**config.mk**
```make
export PLATFORM = sky130hd
export DESIGN_NAME = tsm_sbox_sequencer_flat
export DESIGN_NICKNAME = d
export VERILOG_FILES = /design/src/rtl/tsm_sbox_sequencer_if.sv /design/src/rtl/tsm_sbox_sequencer.sv /design/src/flat_wrapper.sv
export SDC_FILE = /design/constraint.sdc
export NUM_CORES = 1
export LEC_CHECK = 0
export ABC_AREA = 1
export CAP_MARGIN = 20
export CELL_PAD_IN_SITES_DETAIL_PLACEMENT = 1
export CELL_PAD_IN_SITES_GLOBAL_PLACEMENT = 1
export CORE_MARGIN = 2
export CORE_UTILIZATION = 32
export CTS_CLUSTER_DIAMETER = 50
export DETAILED_ROUTE_END_ITERATION = 12
export PLACE_DENSITY_LB_ADDON = 0.1
export SLEW_MARGIN = 20
export SYNTH_ARGS = -nofsm -noshare
export SYNTH_HDL_FRONTEND = slang
export SYNTH_SLANG_ARGS = --single-unit
```
**constraint.sdc**
```tcl
create_clock -name clk -period 1.5 [get_ports clk]
set_input_delay 0.3 -clock clk [delete_from_list [all_inputs] [get_ports clk]]
set_output_delay 0.3 -clock clk [all_outputs]
set_load 0.02 [all_outputs]
```
**src/rtl/tsm_sbox_sequencer_if.sv**
```systemverilog
// Handshake and datapath bundle between the masked S-box sequencer and its
// surroundings. The master side is the upstream/datapath/sink environment.
interface tsm_sbox_sequencer_if #(
   parameter int SW = 8,
   parameter int RW = 16
);
   logic          in_valid;
   logic          in_ready;
   logic [SW-1:0] in_share0;
   logic [SW-1:0] in_share1;
   logic [SW-1:0] in_share2;
   logic          rnd_valid;
   logic          rnd_ready;
   logic [RW-1:0] rnd_data;
   logic [RW-1:0] rnd_out;
   logic [2:0]    stg_en;
   logic [SW-1:0] dp_share0;
   logic [SW-1:0] dp_share1;
   logic [SW-1:0] dp_share2;
   logic [SW-1:0] dp_res0;
   logic [SW-1:0] dp_res1;
   logic [SW-1:0] dp_res2;
   logic          out_valid;
   logic          out_ready;
   logic [SW-1:0] out_share0;
   logic [SW-1:0] out_share1;
   logic [SW-1:0] out_share2;
   logic          busy;
   logic [15:0]   op_count;

   modport slave (
      input  in_valid, in_share0, in_share1, in_share2,
      input  rnd_valid, rnd_data, dp_res0, dp_res1, dp_res2, out_ready,
      output in_ready, rnd_ready, rnd_out, stg_en,
      output dp_share0, dp_share1, dp_share2,
      output out_valid, out_share0, out_share1, out_share2, busy, op_count
   );

   modport master (
      output in_valid, in_share0, in_share1, in_share2,
      output rnd_valid, rnd_data, dp_res0, dp_res1, dp_res2, out_ready,
      input  in_ready, rnd_ready, rnd_out, stg_en,
      input  dp_share0, dp_share1, dp_share2,
      input  out_valid, out_share0, out_share1, out_share2, busy, op_count
   );
endinterface

```
**src/rtl/tsm_sbox_sequencer.sv**
```systemverilog
// Sequencer for a three-stage, three-share masked S-box datapath: fetches one
// fresh randomness word per stage, pulses the stage enable, then hands out the result.
module tsm_sbox_sequencer #(
   parameter int SW = 8,
   parameter int RW = 16
) (
   input logic                 clk,
   input logic                 rst_n,
   tsm_sbox_sequencer_if.slave bus
);
   typedef enum logic [3:0] {IDLE, R1, E1, R2, E2, R3, E3, CAP, OUT} state_t;

   state_t        state_q, state_d;
   logic          live_q;
   logic [2:0]    stg_q;
   logic [RW-1:0] rnd_q;
   logic [15:0]   cnt_q;
   logic [SW-1:0] in_sh  [3];
   logic [SW-1:0] res_sh [3];
   logic [SW-1:0] dp_q   [3];
   logic [SW-1:0] out_q  [3];
   logic          rnd_wait, accept, rnd_hs, out_hs;

   assign rnd_wait = (state_q == R1) || (state_q == R2) || (state_q == R3);
   assign accept   = bus.in_ready && bus.in_valid;
   assign rnd_hs   = rnd_wait && bus.rnd_valid;
   assign out_hs   = (state_q == OUT) && bus.out_ready;

   // live_q keeps in_ready low until the first edge after reset release
   assign bus.in_ready  = (state_q == IDLE) && live_q;
   assign bus.rnd_ready = rnd_wait;
   assign bus.busy      = (state_q != IDLE);
   assign bus.out_valid = (state_q == OUT);
   assign bus.stg_en    = stg_q;
   assign bus.rnd_out   = rnd_q;
   assign bus.op_count  = cnt_q;

   assign in_sh[0]  = bus.in_share0;
   assign in_sh[1]  = bus.in_share1;
   assign in_sh[2]  = bus.in_share2;
   assign res_sh[0] = bus.dp_res0;
   assign res_sh[1] = bus.dp_res1;
   assign res_sh[2] = bus.dp_res2;

   assign bus.dp_share0  = dp_q[0];
   assign bus.dp_share1  = dp_q[1];
   assign bus.dp_share2  = dp_q[2];
   assign bus.out_share0 = out_q[0];
   assign bus.out_share1 = out_q[1];
   assign bus.out_share2 = out_q[2];

   always_ff @(posedge clk or negedge rst_n) begin
      if (!rst_n) state_q <= IDLE;
      else        state_q <= state_d;
   end

   always_comb begin
      state_d = state_q;
      case (state_q)
         IDLE:    if (accept) state_d = R1;
         R1:      if (bus.rnd_valid) state_d = E1;
         E1:      state_d = R2;
         R2:      if (bus.rnd_valid) state_d = E2;
         E2:      state_d = R3;
         R3:      if (bus.rnd_valid) state_d = E3;
         E3:      state_d = CAP;
         CAP:     state_d = OUT;
         OUT:     if (bus.out_ready) state_d = IDLE;
         default: state_d = IDLE;
      endcase
   end

   // Stage enables come straight from flops, decoded from the next state
   always_ff @(posedge clk or negedge rst_n) begin
      if (!rst_n) begin
         live_q <= 1'b0;
         stg_q  <= '0;
         rnd_q  <= '0;
         cnt_q  <= '0;
      end else begin
         live_q <= 1'b1;
         stg_q  <= {state_d == E3, state_d == E2, state_d == E1};
         if (rnd_hs)      rnd_q <= bus.rnd_data;
         else if (out_hs) rnd_q <= '0;
         if (out_hs)      cnt_q <= cnt_q + 16'd1;
      end
   end

   // One independent register path per share index; shares never meet here
   for (genvar g = 0; g < 3; g++) begin : g_share
      always_ff @(posedge clk or negedge rst_n) begin
         if (!rst_n) begin
            dp_q[g]  <= '0;
            out_q[g] <= '0;
         end else begin
            if (accept) dp_q[g] <= in_sh[g];
            if (state_q == CAP) out_q[g] <= res_sh[g];
            else if (out_hs)    out_q[g] <= '0;
         end
      end
   end
endmodule

```
**src/flat_wrapper.sv**
```systemverilog
// flat-port wrapper written by rule: the top's interface ports become plain ports
module tsm_sbox_sequencer_flat 
#(
   parameter int SW = 8,
   parameter int RW = 16
)
  (clk, rst_n, bus_in_valid, bus_in_share0, bus_in_share1, bus_in_share2, bus_rnd_valid, bus_rnd_data, bus_dp_res0, bus_dp_res1, bus_dp_res2, bus_out_ready, bus_in_ready, bus_rnd_ready, bus_rnd_out, bus_stg_en, bus_dp_share0, bus_dp_share1, bus_dp_share2, bus_out_valid, bus_out_share0, bus_out_share1, bus_out_share2, bus_busy, bus_op_count);
  tsm_sbox_sequencer_if #(.SW(SW), .RW(RW)) bus_i ();
  input logic clk;
  input logic rst_n;
  input wire logic [$bits(bus_i.in_valid)-1:0] bus_in_valid;
  input wire logic [$bits(bus_i.in_share0)-1:0] bus_in_share0;
  input wire logic [$bits(bus_i.in_share1)-1:0] bus_in_share1;
  input wire logic [$bits(bus_i.in_share2)-1:0] bus_in_share2;
  input wire logic [$bits(bus_i.rnd_valid)-1:0] bus_rnd_valid;
  input wire logic [$bits(bus_i.rnd_data)-1:0] bus_rnd_data;
  input wire logic [$bits(bus_i.dp_res0)-1:0] bus_dp_res0;
  input wire logic [$bits(bus_i.dp_res1)-1:0] bus_dp_res1;
  input wire logic [$bits(bus_i.dp_res2)-1:0] bus_dp_res2;
  input wire logic [$bits(bus_i.out_ready)-1:0] bus_out_ready;
  output wire logic [$bits(bus_i.in_ready)-1:0] bus_in_ready;
  output wire logic [$bits(bus_i.rnd_ready)-1:0] bus_rnd_ready;
  output wire logic [$bits(bus_i.rnd_out)-1:0] bus_rnd_out;
  output wire logic [$bits(bus_i.stg_en)-1:0] bus_stg_en;
  output wire logic [$bits(bus_i.dp_share0)-1:0] bus_dp_share0;
  output wire logic [$bits(bus_i.dp_share1)-1:0] bus_dp_share1;
  output wire logic [$bits(bus_i.dp_share2)-1:0] bus_dp_share2;
  output wire logic [$bits(bus_i.out_valid)-1:0] bus_out_valid;
  output wire logic [$bits(bus_i.out_share0)-1:0] bus_out_share0;
  output wire logic [$bits(bus_i.out_share1)-1:0] bus_out_share1;
  output wire logic [$bits(bus_i.out_share2)-1:0] bus_out_share2;
  output wire logic [$bits(bus_i.busy)-1:0] bus_busy;
  output wire logic [$bits(bus_i.op_count)-1:0] bus_op_count;
  assign bus_i.in_valid = bus_in_valid;
  assign bus_i.in_share0 = bus_in_share0;
  assign bus_i.in_share1 = bus_in_share1;
  assign bus_i.in_share2 = bus_in_share2;
  assign bus_i.rnd_valid = bus_rnd_valid;
  assign bus_i.rnd_data = bus_rnd_data;
  assign bus_i.dp_res0 = bus_dp_res0;
  assign bus_i.dp_res1 = bus_dp_res1;
  assign bus_i.dp_res2 = bus_dp_res2;
  assign bus_i.out_ready = bus_out_ready;
  assign bus_in_ready = bus_i.in_ready;
  assign bus_rnd_ready = bus_i.rnd_ready;
  assign bus_rnd_out = bus_i.rnd_out;
  assign bus_stg_en = bus_i.stg_en;
  assign bus_dp_share0 = bus_i.dp_share0;
  assign bus_dp_share1 = bus_i.dp_share1;
  assign bus_dp_share2 = bus_i.dp_share2;
  assign bus_out_valid = bus_i.out_valid;
  assign bus_out_share0 = bus_i.out_share0;
  assign bus_out_share1 = bus_i.out_share1;
  assign bus_out_share2 = bus_i.out_share2;
  assign bus_busy = bus_i.busy;
  assign bus_op_count = bus_i.op_count;
  tsm_sbox_sequencer #(.SW(SW), .RW(RW)) u_core (.clk(clk), .rst_n(rst_n), .bus(bus_i));
endmodule
```
==> results by group <==
Outcome
  – Status: finished, violations left
  – Violated checks: setup timing

Route
  – Initial DRC count: 121
  – Vias per cell: 4.90
  – Routed vias: 3882
  – DRC: 0
  – TritonRoute pass-1 iters: 4
  – Routed wire length: between 10000 and 15000 µm
  – Detail-routed net length per standard cell: about 17 µm
  – ANT nets after route: 0

Logic synthesis
  – Yosys cell types: 26
  – #FFs+latches synth: 88
  – Post-Syn Area: between 0.003 and 0.004 mm²
  – Post-synth EDFFs: 0
  – Synth Area per Inst: 8.88 µm²
  – Synth async-reset ratio: 1.00
  – Net count after synthesis: 515
  – Post-Syn Instances: about 450
  – Sequential-to-total area share from yosys stat: 0.557
  – Ys flop type: dfrtp_1
  – Yosys warning total: 0

Layout
  – Share of cells above drive strength 1: 0.205
  – Number of fill cells in the layout: 1354
  – # diodes: 0
  – Seq. cell area: 0.00220 mm²
  – Most frequent cells in the layout: 132 x nand2_1, 89 x nand3_1, 86 x dfrtp_1, 81 x dlygate4sd2_1, 67 x clkdlybuf4s50_1
  – Final net count: between 700 and 800
  – Commonest non-fill, non-tap cell in the layout: nand2_1
  – Area of the multi-input gates: 0.00175 mm²
  – Area Growth Syn to Fin: 66.7%

Pwr
  – Max VDD drop: roughly 0.96 mV
  – Flop pwr share: 0.321
  – Leak pwr: 3.39 nW
  – Sw frac: 0.402
  – Switch Pwr: about 0.0048 W
  – Power Internal: 0.00720 W
  – Clock Power Share: 0.217
  – Power share of the combinational group: 0.462
  – Power Density: between 1500 and 2000 mW/mm²

Place
  – Port Buffers: around 160
  – DP HPWL: 8810 µm
  – RePlAce Congestion: 0.778

Die
  – I/O pins: 156
  – Std cell rows: 40
  – Die X: 115 µm
  – Die height: 115 µm
  – Initial Util: 0.329
  – CORE AREA: approximately 0.012 mm²
  – Die ar.: 0.0133 mm²

Timing
  – Clk_skew: between 0.004 and 0.005 ns
  – FMAX: 611 MHz
  – Final setup viols: 42
  – RSZ-0062 raised after global routing: yes
  – Fin worst setup slack: -0.137 ns
  – Slew Viols, Final: 0
  – Tcrit/Tclk final: 1.09
  – Hold slack: 0.362 ns
  – Fin Setup TNS: -3.11 ns
  – Min cycle time layout: 1.64 ns
  – Final hold violation count: 0

Clock tree
  – Worst-Skew Late Latency: 0.35 ns
  – TritonCTS clock tree: built
  – CTS Sinks: 88
  – Clk slew on worst S/H paths: 0.07 ns
  – CTS buffer count: 9
  – Clk buf depth: 2
  – H-tree Lvls: 3
  – Clk root buf: clkbuf_16

Worst setup path
  – Critical path class: reg2out
  – Worst path required time: 1.20 ns
  – Reg2reg start: u_core.state_q[0]$_DFF_PN0_
  – CP Capture Type: output pin
  – WP data arrival: 1.34 ns
  – Crit-path max FO: 3
  – Worst Setup SP: u_core.state_q[3]$_DFF_PN0_
  – Startpoint types: flop

GRT
  – Grt total ovfl: 0
  – Pin count of the biggest net entering global routing: 32
  – GRT Overall Usage: 0.204
  – Vias in the first global route: 4261
  – First-pass GRT wire length: 21100 µm
  – Initial antenna violation count: 0

Run
  – Maxcap violations: 0

Min path
  – Hold Crit Class: in2async
synth_stat cells, types with 2 or more instances:
| cell | n | area [µm²] |
|---|---|---|
| buf_2 | 8 | 40.0 |
| xor2_1 | 6 | 52.6 |
| dfrtp_1 | 88 | 2200 |
| nand2_4 | 3 | 33.8 |
| nor2_2 | 5 | 31.3 |
| xnor2_1 | 2 | 17.5 |
| nand2_1 | 142 | 533 |
| nand3_2 | 10 | 100 |
| nor2_4 | 2 | 22.5 |
| o21ai_0 | 5 | 25.0 |
| nand2_2 | 3 | 18.8 |
| nor2_1 | 21 | 78.8 |
| buf_6 | 4 | 45.0 |
| inv_1 | 18 | 67.6 |
| nand3_1 | 103 | 515 |
| clkbuf_1 | 7 | 26.3 |
| nand4_1 | 6 | 37.5 |
| inv_2 | 2 | 7.51 |
| buf_4 | 3 | 22.5 |
metrics by stage:
| step | utilization | worst slack (ns) | area, µm² | power, W | instances |
|---|---|---|---|---|---|
| 3_5_place_dp | 0.484 | -0.293 | 5810 | 0.00926 | 754 |
| 2_1_floorplan | - | 0.0351 | 3950 | 0.00651 | 445 |
| 6_report | 0.549 | -0.137 | 6590 | 0.0120 | 792 |
| 3_3_place_gp | 0.484 | -0.224 | 5810 | 0.00908 | 754 |
| 4_1_cts | 0.529 | -0.189 | 6350 | 0.0117 | 784 |
| 5_1_grt | 0.549 | -0.201 | 6590 | 0.0128 | 792 |
logic make-up (layout without fill, tap and decap cells):
logic type,after synthesis,count (layout),share of synthesized area
other,1,1,0.000948
adders and majority gates,1,1,0.00316
and+or+nand+nor,297,298,0.357
AOI/OAI and AO/OA,7,7,0.0101
xor gates and xnor gates,8,8,0.0177
buffers and inverters,43,242,0.0538
DFF,88,88,0.557
critical path, cell delays in order (launching register included):
cell and delay, ns:
dfrtp_2 0.44, nor2_4 0.12, buf_4 0.11, buf_6 0.09
nand2_2 0.05, nand2_4 0.07, buf_6 0.11
layer usage:
layer / global-route usage / up-vias / wire [µm]
li1: - / 1843 / -
met1: 0.246 / 1914 / 5490
met2: 0.355 / 106 / 6800
met3: 0.0438 / 19 / 727
met4: 0.0859 / 0 / 295
met5: 0 / - / 0
final timing paths:
| kind | end | slack (ns) | depth (start not counted) |
|---|---|---|---|
| max | bus_rnd_ready | -0.14 | 6 |
| min | u_core.bus.out_share1[7]$_DFFE_PN0P_ | 0.36 | 2 |
| max reg2reg | u_core.bus.out_share0[4]$_DFFE_PN0P_ | -0.11 | 8 |
| min reg2reg | u_core.bus.dp_share0[7]$_DFFE_PN0P_ | 0.47 | 2 |
| max in group asynchronous | u_core.bus.out_share1[0]$_DFFE_PN0P_ | 0.67 | 3 |
| min in group clk | u_core.bus.dp_share0[7]$_DFFE_PN0P_ | 0.47 | 2 |
power by group through the flow:
stage | combinational (W) | clock (W) | sequential (W)
CTS | 0.00520 | 0.00268 | 0.00384
floorplan | 0.00167 | 0 | 0.00484
detailed placement | 0.00537 | 0 | 0.00389
global route | 0.00602 | 0.00277 | 0.00397
global placement | 0.00524 | 0 | 0.00384
finish | 0.00556 | 0.00262 | 0.00386
area by class of cell:
cell class                 count  share of cell area
multi-input combinational    315               0.265
clock buffer                   9              0.0342
tap                          147              0.0279
sequential                    88               0.334
clock inverter                 7              0.0182
inverter                      21              0.0139
timing repair buffer         205               0.306
state kept, by name (all words and copies together) (netlist names), 8 cells and up:
signal	flops
u_core.bus.op_count	16
u_core.bus.rnd_out	16
u_core.bus.out_share1	8
u_core.bus.dp_share1	8
u_core.bus.dp_share2	8
u_core.bus.out_share0	8
u_core.bus.dp_share0	8
u_core.bus.out_share2	8
repair_timing:
item / in CTS / in global routing
gates cloned: 2 / 2
hold buffers: 1 / 0
resized for setup: 145 / 47
endpoints found under the hold margin: 13 / 0
endpoints found under the setup margin: 138 / 78
buffers inserted: 12 / 7
pin swaps: 7 / 10
(Power assumes the default switching activity.)
